**config.mk**
```make
export PLATFORM = sky130hd
export DESIGN_NAME = mem_lsu
export DESIGN_NICKNAME = d
export VERILOG_FILES = /design/src/rtl/mem_lsu.sv
export SDC_FILE = /design/constraint.sdc
export NUM_CORES = 1
export LEC_CHECK = 0
export CORE_AREA = 3 3 155 157
export CTS_CLUSTER_SIZE = 40
export DETAILED_ROUTE_END_ITERATION = 8
export DIE_AREA = 0 0 158 160
export PLACE_DENSITY = 0.73
export SLEW_MARGIN = 20
export SYNTH_ARGS = -nofsm -noshare
export SYNTH_HDL_FRONTEND = slang
export SYNTH_SLANG_ARGS = --single-unit
```
**constraint.sdc**
```tcl
create_clock -name clk -period 14.5 [get_ports clk]
set_input_delay 4.35 -clock clk [delete_from_list [all_inputs] [get_ports clk]]
set_output_delay 4.35 -clock clk [all_outputs]
set_load 0.05 [all_outputs]
```
**src/rtl/mem_lsu.sv**
```systemverilog
// Load/store memory stage: sized, lane-aligned bus accesses with
// sign/zero extension, fault reporting and a request watchdog.
module mem_lsu #(
  parameter int XLEN    = 32,
  parameter int RADDR   = 5,
  parameter int TIMEOUT = 255
) (
  input  logic               clk,
  input  logic               rst,
  input  logic               regwrite,
  input  logic               load,
  input  logic               store,
  input  logic               jal,
  input  logic               jalr,
  input  logic               branch_cond,
  input  logic [1:0]         size,
  input  logic               ld_unsigned,
  input  logic [XLEN-1:0]    target,
  input  logic [XLEN-1:0]    result,
  input  logic [XLEN-1:0]    store_data,
  input  logic [RADDR-1:0]   regD,
  input  logic               jal_flush,
  output logic [RADDR-1:0]   regD_ex,
  output logic [XLEN-1:0]    regD_val_ex,
  output logic               regwrite_ex,
  output logic               branch_flush,
  output logic [XLEN-1:0]    b_target,
  output logic               stall,
  output logic               regwriteF,
  output logic               jalF,
  output logic [RADDR-1:0]   regDF,
  output logic [XLEN-1:0]    targetF,
  output logic [XLEN-1:0]    regdataF,
  output logic               req,
  output logic               rw,
  output logic [XLEN-1:0]    addr,
  output logic [XLEN/8-1:0]  wstrb,
  output logic [XLEN-1:0]    data_write,
  input  logic [XLEN-1:0]    data_read,
  input  logic               dack,
  input  logic               derr,
  output logic               fault,
  output logic [1:0]         fault_cause,
  output logic [XLEN-1:0]    fault_addr
);

  localparam int NB = XLEN / 8;
  localparam int OB = $clog2(NB);
  localparam int CW = (TIMEOUT > 1) ? $clog2(TIMEOUT) : 1;
  localparam logic [CW-1:0] CNT_LAST =
    (TIMEOUT > 0) ? CW'(TIMEOUT - 1) : '0;

  typedef enum logic {
    IDLE,
    WAIT
  } state_t;

  state_t            state_q, state_d;
  logic [CW-1:0]     cnt_q, cnt_d;
  logic              regwrite_f_q, regwrite_f_d;
  logic              jal_f_q, jal_f_d;
  logic [RADDR-1:0]  regd_f_q, regd_f_d;
  logic [XLEN-1:0]   target_f_q, target_f_d;
  logic [XLEN-1:0]   regdata_f_q, regdata_f_d;
  logic              fault_q, fault_d;
  logic [1:0]        cause_q, cause_d;
  logic [XLEN-1:0]   faddr_q, faddr_d;

  logic [OB-1:0]     off;
  logic              misal;
  int                nbytes;
  logic [XLEN-1:0]   ld_shift;
  logic [XLEN-1:0]   lmask;
  logic              sgn;
  logic [XLEN-1:0]   ld_data;

  always_comb begin
    off    = result[OB-1:0];
    nbytes = 1 << size;
    unique case (size)
      2'd0:    misal = 1'b0;
      2'd1:    misal = result[0];
      2'd2:    misal = |result[1:0];
      default: misal = (XLEN == 32) || (|result[2:0]);
    endcase
    for (int i = 0; i < NB; i++) begin
      wstrb[i] = (i >= int'(off)) &&
                 (i < int'(off) + nbytes);
    end
    addr       = {result[XLEN-1:OB], {OB{1'b0}}};
    rw         = ~store;
    data_write = store_data << {off, 3'b000};
    ld_shift   = data_read >> {off, 3'b000};
    for (int i = 0; i < XLEN; i++) begin
      lmask[i] = i < nbytes * 8;
    end
    unique case (size)
      2'd0:    sgn = ld_shift[7];
      2'd1:    sgn = ld_shift[15];
      2'd2:    sgn = ld_shift[31];
      default: sgn = ld_shift[XLEN-1];
    endcase
    ld_data = (ld_shift & lmask) |
              ((sgn && !ld_unsigned) ? ~lmask : '0);
  end

  logic access, wb_nop, ld_hit;

  always_comb begin
    state_d      = state_q;
    cnt_d        = cnt_q;
    regD_ex      = regD;
    regD_val_ex  = result;
    regwrite_ex  = regwrite;
    branch_flush = 1'b0;
    b_target     = target;
    stall        = 1'b0;
    req          = 1'b0;
    regwrite_f_d = regwrite;
    jal_f_d      = jal | jalr;
    regd_f_d     = regD;
    target_f_d   = target;
    regdata_f_d  = result;
    fault_d      = 1'b0;
    cause_d      = cause_q;
    faddr_d      = faddr_q;
    access       = 1'b0;
    wb_nop       = 1'b0;
    ld_hit       = 1'b0;

    if (state_q == IDLE) begin
      if (jal_flush) begin
        regD_ex     = '0;
        regD_val_ex = '0;
        regwrite_ex = 1'b0;
        wb_nop      = 1'b1;
      end else if (branch_cond) begin
        branch_flush = 1'b1;
      end else if ((load | store) && misal) begin
        wb_nop  = 1'b1;
        fault_d = 1'b1;
        cause_d = 2'd1;
        faddr_d = result;
      end else if (load | store) begin
        access = 1'b1;
      end
    end else begin
      access = 1'b1;
    end

    if (access) begin
      req    = 1'b1;
      stall  = 1'b1;
      wb_nop = 1'b1;
      if (dack) begin
        stall   = 1'b0;
        state_d = IDLE;
        if (derr) begin
          fault_d = 1'b1;
          cause_d = 2'd2;
          faddr_d = result;
        end else begin
          wb_nop = 1'b0;
          ld_hit = load;
        end
      end else if (state_q == IDLE) begin
        state_d = WAIT;
        cnt_d   = '0;
      end else if (TIMEOUT != 0 && cnt_q == CNT_LAST) begin
        // Abort: release upstream now, drop req next cycle.
        stall   = 1'b0;
        state_d = IDLE;
        cnt_d   = '0;
        fault_d = 1'b1;
        cause_d = 2'd3;
        faddr_d = result;
      end else begin
        cnt_d = cnt_q + 1'b1;
      end
    end

    if (ld_hit) begin
      regD_val_ex = ld_data;
      regdata_f_d = ld_data;
    end
    if (wb_nop) begin
      regwrite_f_d = 1'b0;
      jal_f_d      = 1'b0;
      regd_f_d     = '0;
      target_f_d   = '0;
      regdata_f_d  = '0;
    end
  end

  always_ff @(posedge clk) begin
    if (rst) begin
      state_q      <= IDLE;
      cnt_q        <= '0;
      regwrite_f_q <= 1'b0;
      jal_f_q      <= 1'b0;
      regd_f_q     <= '0;
      target_f_q   <= '0;
      regdata_f_q  <= '0;
      fault_q      <= 1'b0;
      cause_q      <= 2'd0;
      faddr_q      <= '0;
    end else begin
      state_q      <= state_d;
      cnt_q        <= cnt_d;
      regwrite_f_q <= regwrite_f_d;
      jal_f_q      <= jal_f_d;
      regd_f_q     <= regd_f_d;
      target_f_q   <= target_f_d;
      regdata_f_q  <= regdata_f_d;
      fault_q      <= fault_d;
      cause_q      <= cause_d;
      faddr_q      <= faddr_d;
    end
  end

  assign regwriteF   = regwrite_f_q;
  assign jalF        = jal_f_q;
  assign regDF       = regd_f_q;
  assign targetF     = target_f_q;
  assign regdataF    = regdata_f_q;
  assign fault       = fault_q;
  assign fault_cause = cause_q;
  assign fault_addr  = faddr_q;

endmodule

```
---- Word level (Yosys, flattened, before mapping) ----
Index checks and enable logic that the tools add are counted.
cells by class
  reductions and logical operators ........ 10
  muxes and demuxes ....................... 61
  $lt $le $gt $ge ......................... 39
  shift operators ......................... 3
  $add $sub $neg .......................... 2
  equal/unequal tests ..................... 3
  bitwise gates (word level) .............. 7
operators with widths
  kind                                                 number
  < comparator 6 x 32 -> 1 bit (first input constant)  16
  2-to-1 mux 32 bit                                    14
  < comparator 5 x 32 -> 1 bit (first input constant)  8
  < comparator 3 x 32 -> 1 bit (first input constant)  4
  < comparator 4 x 32 -> 1 bit (first input constant)  4
  < comparator 1 x 32 -> 1 bit (first input constant)  2
  < comparator 2 x 32 -> 1 bit (first input constant)  2
  adder 3 x 32 -> 32 bit                               1
  bitwise AND 32 bit                                   1
  2-to-1 mux 1 bit                                     32
  inverter 32 bit                                      1
  bitwise OR 32 bit                                    1
  << shifter 1 x 2 -> 32 bit (first input constant)    1
  << shifter 32 x 5 -> 32 bit                          1
  right shift 32 x 5 -> 32 bit                         1
  2-to-1 mux 2 bit                                     9
  2-to-1 mux 8 bit                                     2
  2-to-1 mux 5 bit                                     2
  adder 8 x 1 -> 8 bit (second input constant)         1
  equality test 8 bit (second input constant)          1
  logical AND 1 bit                                    5
  >= comparator 1 x 2 -> 1 bit (first input constant)  2
  OR reduction 2 bit                                   2
  one-hot mux 1 bit (3 select lines)                   1
  other kinds (9)                                      11
storage, ports and cells
  register bits after elaboration ......... 115
  word-level logic and storage cells ...... 135
  output and inout port bits .............. 248
  bits of input ports ..................... 147

---- Longest topological paths before layout ----
  word-level depth ........................ 11
  mapped depth ............................ 10
  mapped depth without buffers ............ 8

---- Worst setup path after synthesis ----
No wires, ideal clock.
  path type ............................... input to output
  start point ............................. input port result[1]
  end point ............................... output port regD_val_ex[30]
  buffers on the path ..................... 3
  stages on the path ...................... 8
  data required time ...................... 10.150 ns
  path slack .............................. 3.164 ns
  data arrival time ....................... 6.986 ns
  path through ............................ buf_2 o21ai_1 a41oi_4 inv_2 buf_4 buf_2 a31oi_1 a211oi_1
between the ends
  word-level cells in the longest chain between the ends .. 9
  elaborated cells between the ends (all ways) .. 15
  those cells by class .................... shift (1); mux (9); bitwise (2); reduce/logical (3)
RTL lines
  item                                                                                  RTL line  text
  start: declaration                                                                    19        input logic [XLEN-1:0] result,
  parallel branches: the longest is 8 deep, another holds right shift 32 x 5 -> 32 bit  --
  2-to-1 mux 32 bit (*)                                                                 182       if (ld_hit) begin
  end: declaration                                                                      24        output logic [XLEN-1:0] regD_val_ex,
Mark *: on every way between the ends.

---- Worst setup path in the final report ----
  start point ............................. input port size[1]
  end point ............................... output port regD_val_ex[9]
between the ends
  word-level cells in the longest chain between the ends .. 9
  elaborated cells between the ends (all ways) .. 19
  those cells by class .................... order compare (1); eq/ne (2); shift (1); mux (9); bitwise (3); reduce/logical (3)
RTL lines
  item                                                                                  RTL line  text
  start: declaration                                                                    16        input logic [1:0] size,
  parallel branches: the longest is 8 deep, another holds < comparator 5 x 32 -> 1 bit  --
  2-to-1 mux 32 bit (*)                                                                 182
Marked as above.

==> impl_metrics.csv <==
group,metric,value,unit
place,port_buffers,392,
clock_tree,h-tree-depth,4,
timing,slew_viol_final,0,
power_and_ir_drop,p_int,0.744,mW
cells_and_area,post-route-util,47.3,%
synthesis,ys_seq_area_share,35.6,%
setup_path,slowest_stage,"clkdlybuf4s50_1",
setup_path,path_common_cell,"clkdlybuf4s50_1",
cells_and_area,final_common_cell,"clkdlybuf4s50_1",
synthesis,synthesis.area,0.00647,mm2
clock_tree,cts.sink_count,115,
cells_and_area,fin_nets,1211,
timing,setup_viol,0,
synthesis,syn_area_per_cell,8.45,um2
cells_and_area,syn_to_final_growth,65.3,%
power_and_ir_drop,pwr-share-comb,30.8,%
route,wl_met1,11600,um
route,routedWlPerCell,21.0,um
route,first_pass_iters,5,
grt,antenna_found_initial,2,
route,highest_layer,"met4",
place,gp_congestion,0.879,
clock_tree,cts-root-buf,"clkbuf_16",
cells_and_area,final_layout_size_suffix_gt1_share,5.78,%
setup_path,critPathMaxFanout,29,
route,viasPerCell,5.04,
floorplan,io_pins,395,
floorplan,start_util,28.6,%
power_and_ir_drop,switchingPower,0.400,mW
clock_tree,cts_hold_buffers,0,
place,dp_hpwl,21900,um
floorplan,die_height,160,um
power_and_ir_drop,vdd.ir_drop.worst,0.0768,mV
route,dr_wl_met2,14400,um
synthesis,yosysWarnings,0,
synthesis,synthArstFlopShare,0,%
floorplan,design.core.area,0.0226,mm2
setup_path,critPathKind,"in -> out",
timing,finClkSkew,0.00928,ns
timing,finalSetupTns,0,ns
setup_path,critPathMaxStageDelay,0.91,ns
route,dr_wl_met3,1860,um
setup_path,cp-end-kind,"output pin",
route,vias,6859,
synthesis,synth_edf_count,0,
route,drc,0,
clock_tree,clk_latency,0.41,ns
route,ant_nets,0,
power_and_ir_drop,finalPower,1.14,mW
timing,finalHoldViolCount,0,
cells_and_area,stdcell_area,0.0107,mm2
clock_tree,cts_setup_buffers,0,
grt,grt_max_degree,70,
power_and_ir_drop,p_clk_share,39.9,%
synthesis,ys_types,55,
synthesis,netlist_instances,766,
place,placed_area,0.0101,mm2
setup_path,crit_arrival,7.92,ns
cells_and_area,final_cell_mix,"390 x clkdlybuf4s50_1, 115 x dfxtp_1, 78 x nand2_1",
grt,first_global_vias,6705,
clock_tree,cts_tree,"done",
timing,fin_crit_sh,84.6,%
floorplan,die_x,158,um
route,drtIter0Drc,499,
clock_tree,clkTransAtPathRegs,0.06,ns
power_and_ir_drop,p_per_area,107,mW/mm2
timing,worstMarginPinSlew,0.808,ns
grt,grt_pass1_wl,41200,um
status,outcome,"finished, final reports clean",
setup_path,crit_required,10.15,ns
floorplan,num_rows,55,
clock_tree,clockBufferDepth,2,
timing,period_minus_slack,12.27,ns
worst_hold_path,hold_class,"reg -> reg",
power_and_ir_drop,leakage,4.15,nW
route,wirelength,28600,um
grt,grt_overflow,0,
floorplan,dieArea,0.0253,mm2
clock_tree,cts_resized,0,
synthesis,synth-main-ff-cell,"dfxtp_1",
timing,hold_slack,0.459,ns
timing,relSlewSlack,46.0,%
run,maxCapViolCount,0,
timing,rsz0062_at_grt,"false",
synthesis,ys_seq_elements,115,
grt,grt_usage,21.6,%
timing,fmaxAchievable,81.5,MHz
setup_path,critPathLaunchType,"input pin",
power_and_ir_drop,p_seq_share,29.2,%
setup_path,path_cells,"clkdlybuf4s50_1 > o21ai_1 > a41oi_4 > inv_2 > o2111ai_1 > buf_4 > o32ai_1 > clkdlybuf4s50_1",
clock_tree,cts-buffers-inserted,17,
power_and_ir_drop,switching_share,35.0,%
-- layer usage --
layer  vias to the layer above  track usage (%)
met3                        37             3.88
met2                       323             37.5
met4                         0             7.31
met1                      3229             26.6
li1                       3270                -
met5                         -                0
-- cell families (layout without fill, tap and decap cells) --
logic type	count (synthesis)	after routing	share of synthesized area, %
adders and majority gates	4	4	0.773
AOI/OAI and AO/OA	194	194	21.3
xor gates and xnor gates	1	1	0.135
buffers and inverters	149	455	13.2
muxes	75	75	11.8
other	1	4	0.0579
and+or+nand+nor	227	227	17.2
DFF	115	115	35.6
-- critical path, delay by kind of cell --
kind,cells,cell delay [ns]
buf+inv,4,2.38
compound gates,4,1.19
-- cells in the mapped netlist, drive strengths merged, types with 15 or more instances --
library cell / number / area [um2]
a211oi: 42 / 315
a21oi: 38 / 190
a31oi: 18 / 113
and2: 52 / 325
buf: 94 / 647
clkbuf: 35 / 131
dfxtp: 115 / 2300
inv: 17 / 63.8
mux2i: 74 / 741
nand2: 78 / 293
nor2: 51 / 191
o21ai: 20 / 100
o32ai: 15 / 131
-- layout make-up --
class                   count  area, um2
repair buffers            403       4000
fillers                  2145      11900
multi-input cells         503       3330
clock buffers              18        429
well taps                 285        357
diodes                      2       5.00
clock inverters            14        203
inverters                  20       75.1
flip-flops and latches    115       2300
-- path summary, 6_finish.rpt --
kind                                    start        endpoint  slack (ns)  cells after the start
worst max-delay path                  size[1]  regD_val_ex[9]        2.23                      8
worst min-delay path            fault_addr[1]   fault_addr[1]        0.46                      2
worst max register to register        state_q  fault_addr[14]       11.21                      5
worst min register to register  fault_addr[1]   fault_addr[1]        0.46                      2
-- power groups by stage --
stage	logic, mW	clock network, mW	registers, mW
after floorplan	0.174	0	0.387
after global placement	0.351	0	0.341
after detailed placement	0.352	0	0.341
after CTS	0.353	0.466	0.334
after global routing	0.368	0.478	0.335
final	0.353	0.457	0.334
-- sequential cells by signal, indices dropped and copies added, names as in the netlist --
name / flops
targetF: 32
regdataF: 32
fault_cause: 2
state_q: 1
regwriteF: 1
regDF: 5
fault: 1
cnt_q: 8
jalF: 1
fault_addr: 32
-- stage by stage --
| stage | instances | worst slack (ns) |
|---|---|---|
| floorplan | 767 | 3.16 |
| finish | 1360 | 2.23 |
| global placement | 1326 | 2.36 |
| global route | 1360 | 2.02 |
| detailed placement | 1326 | 2.30 |
| CTS | 1358 | 2.28 |
Note: power is estimated with default switching activity, not from simulation.
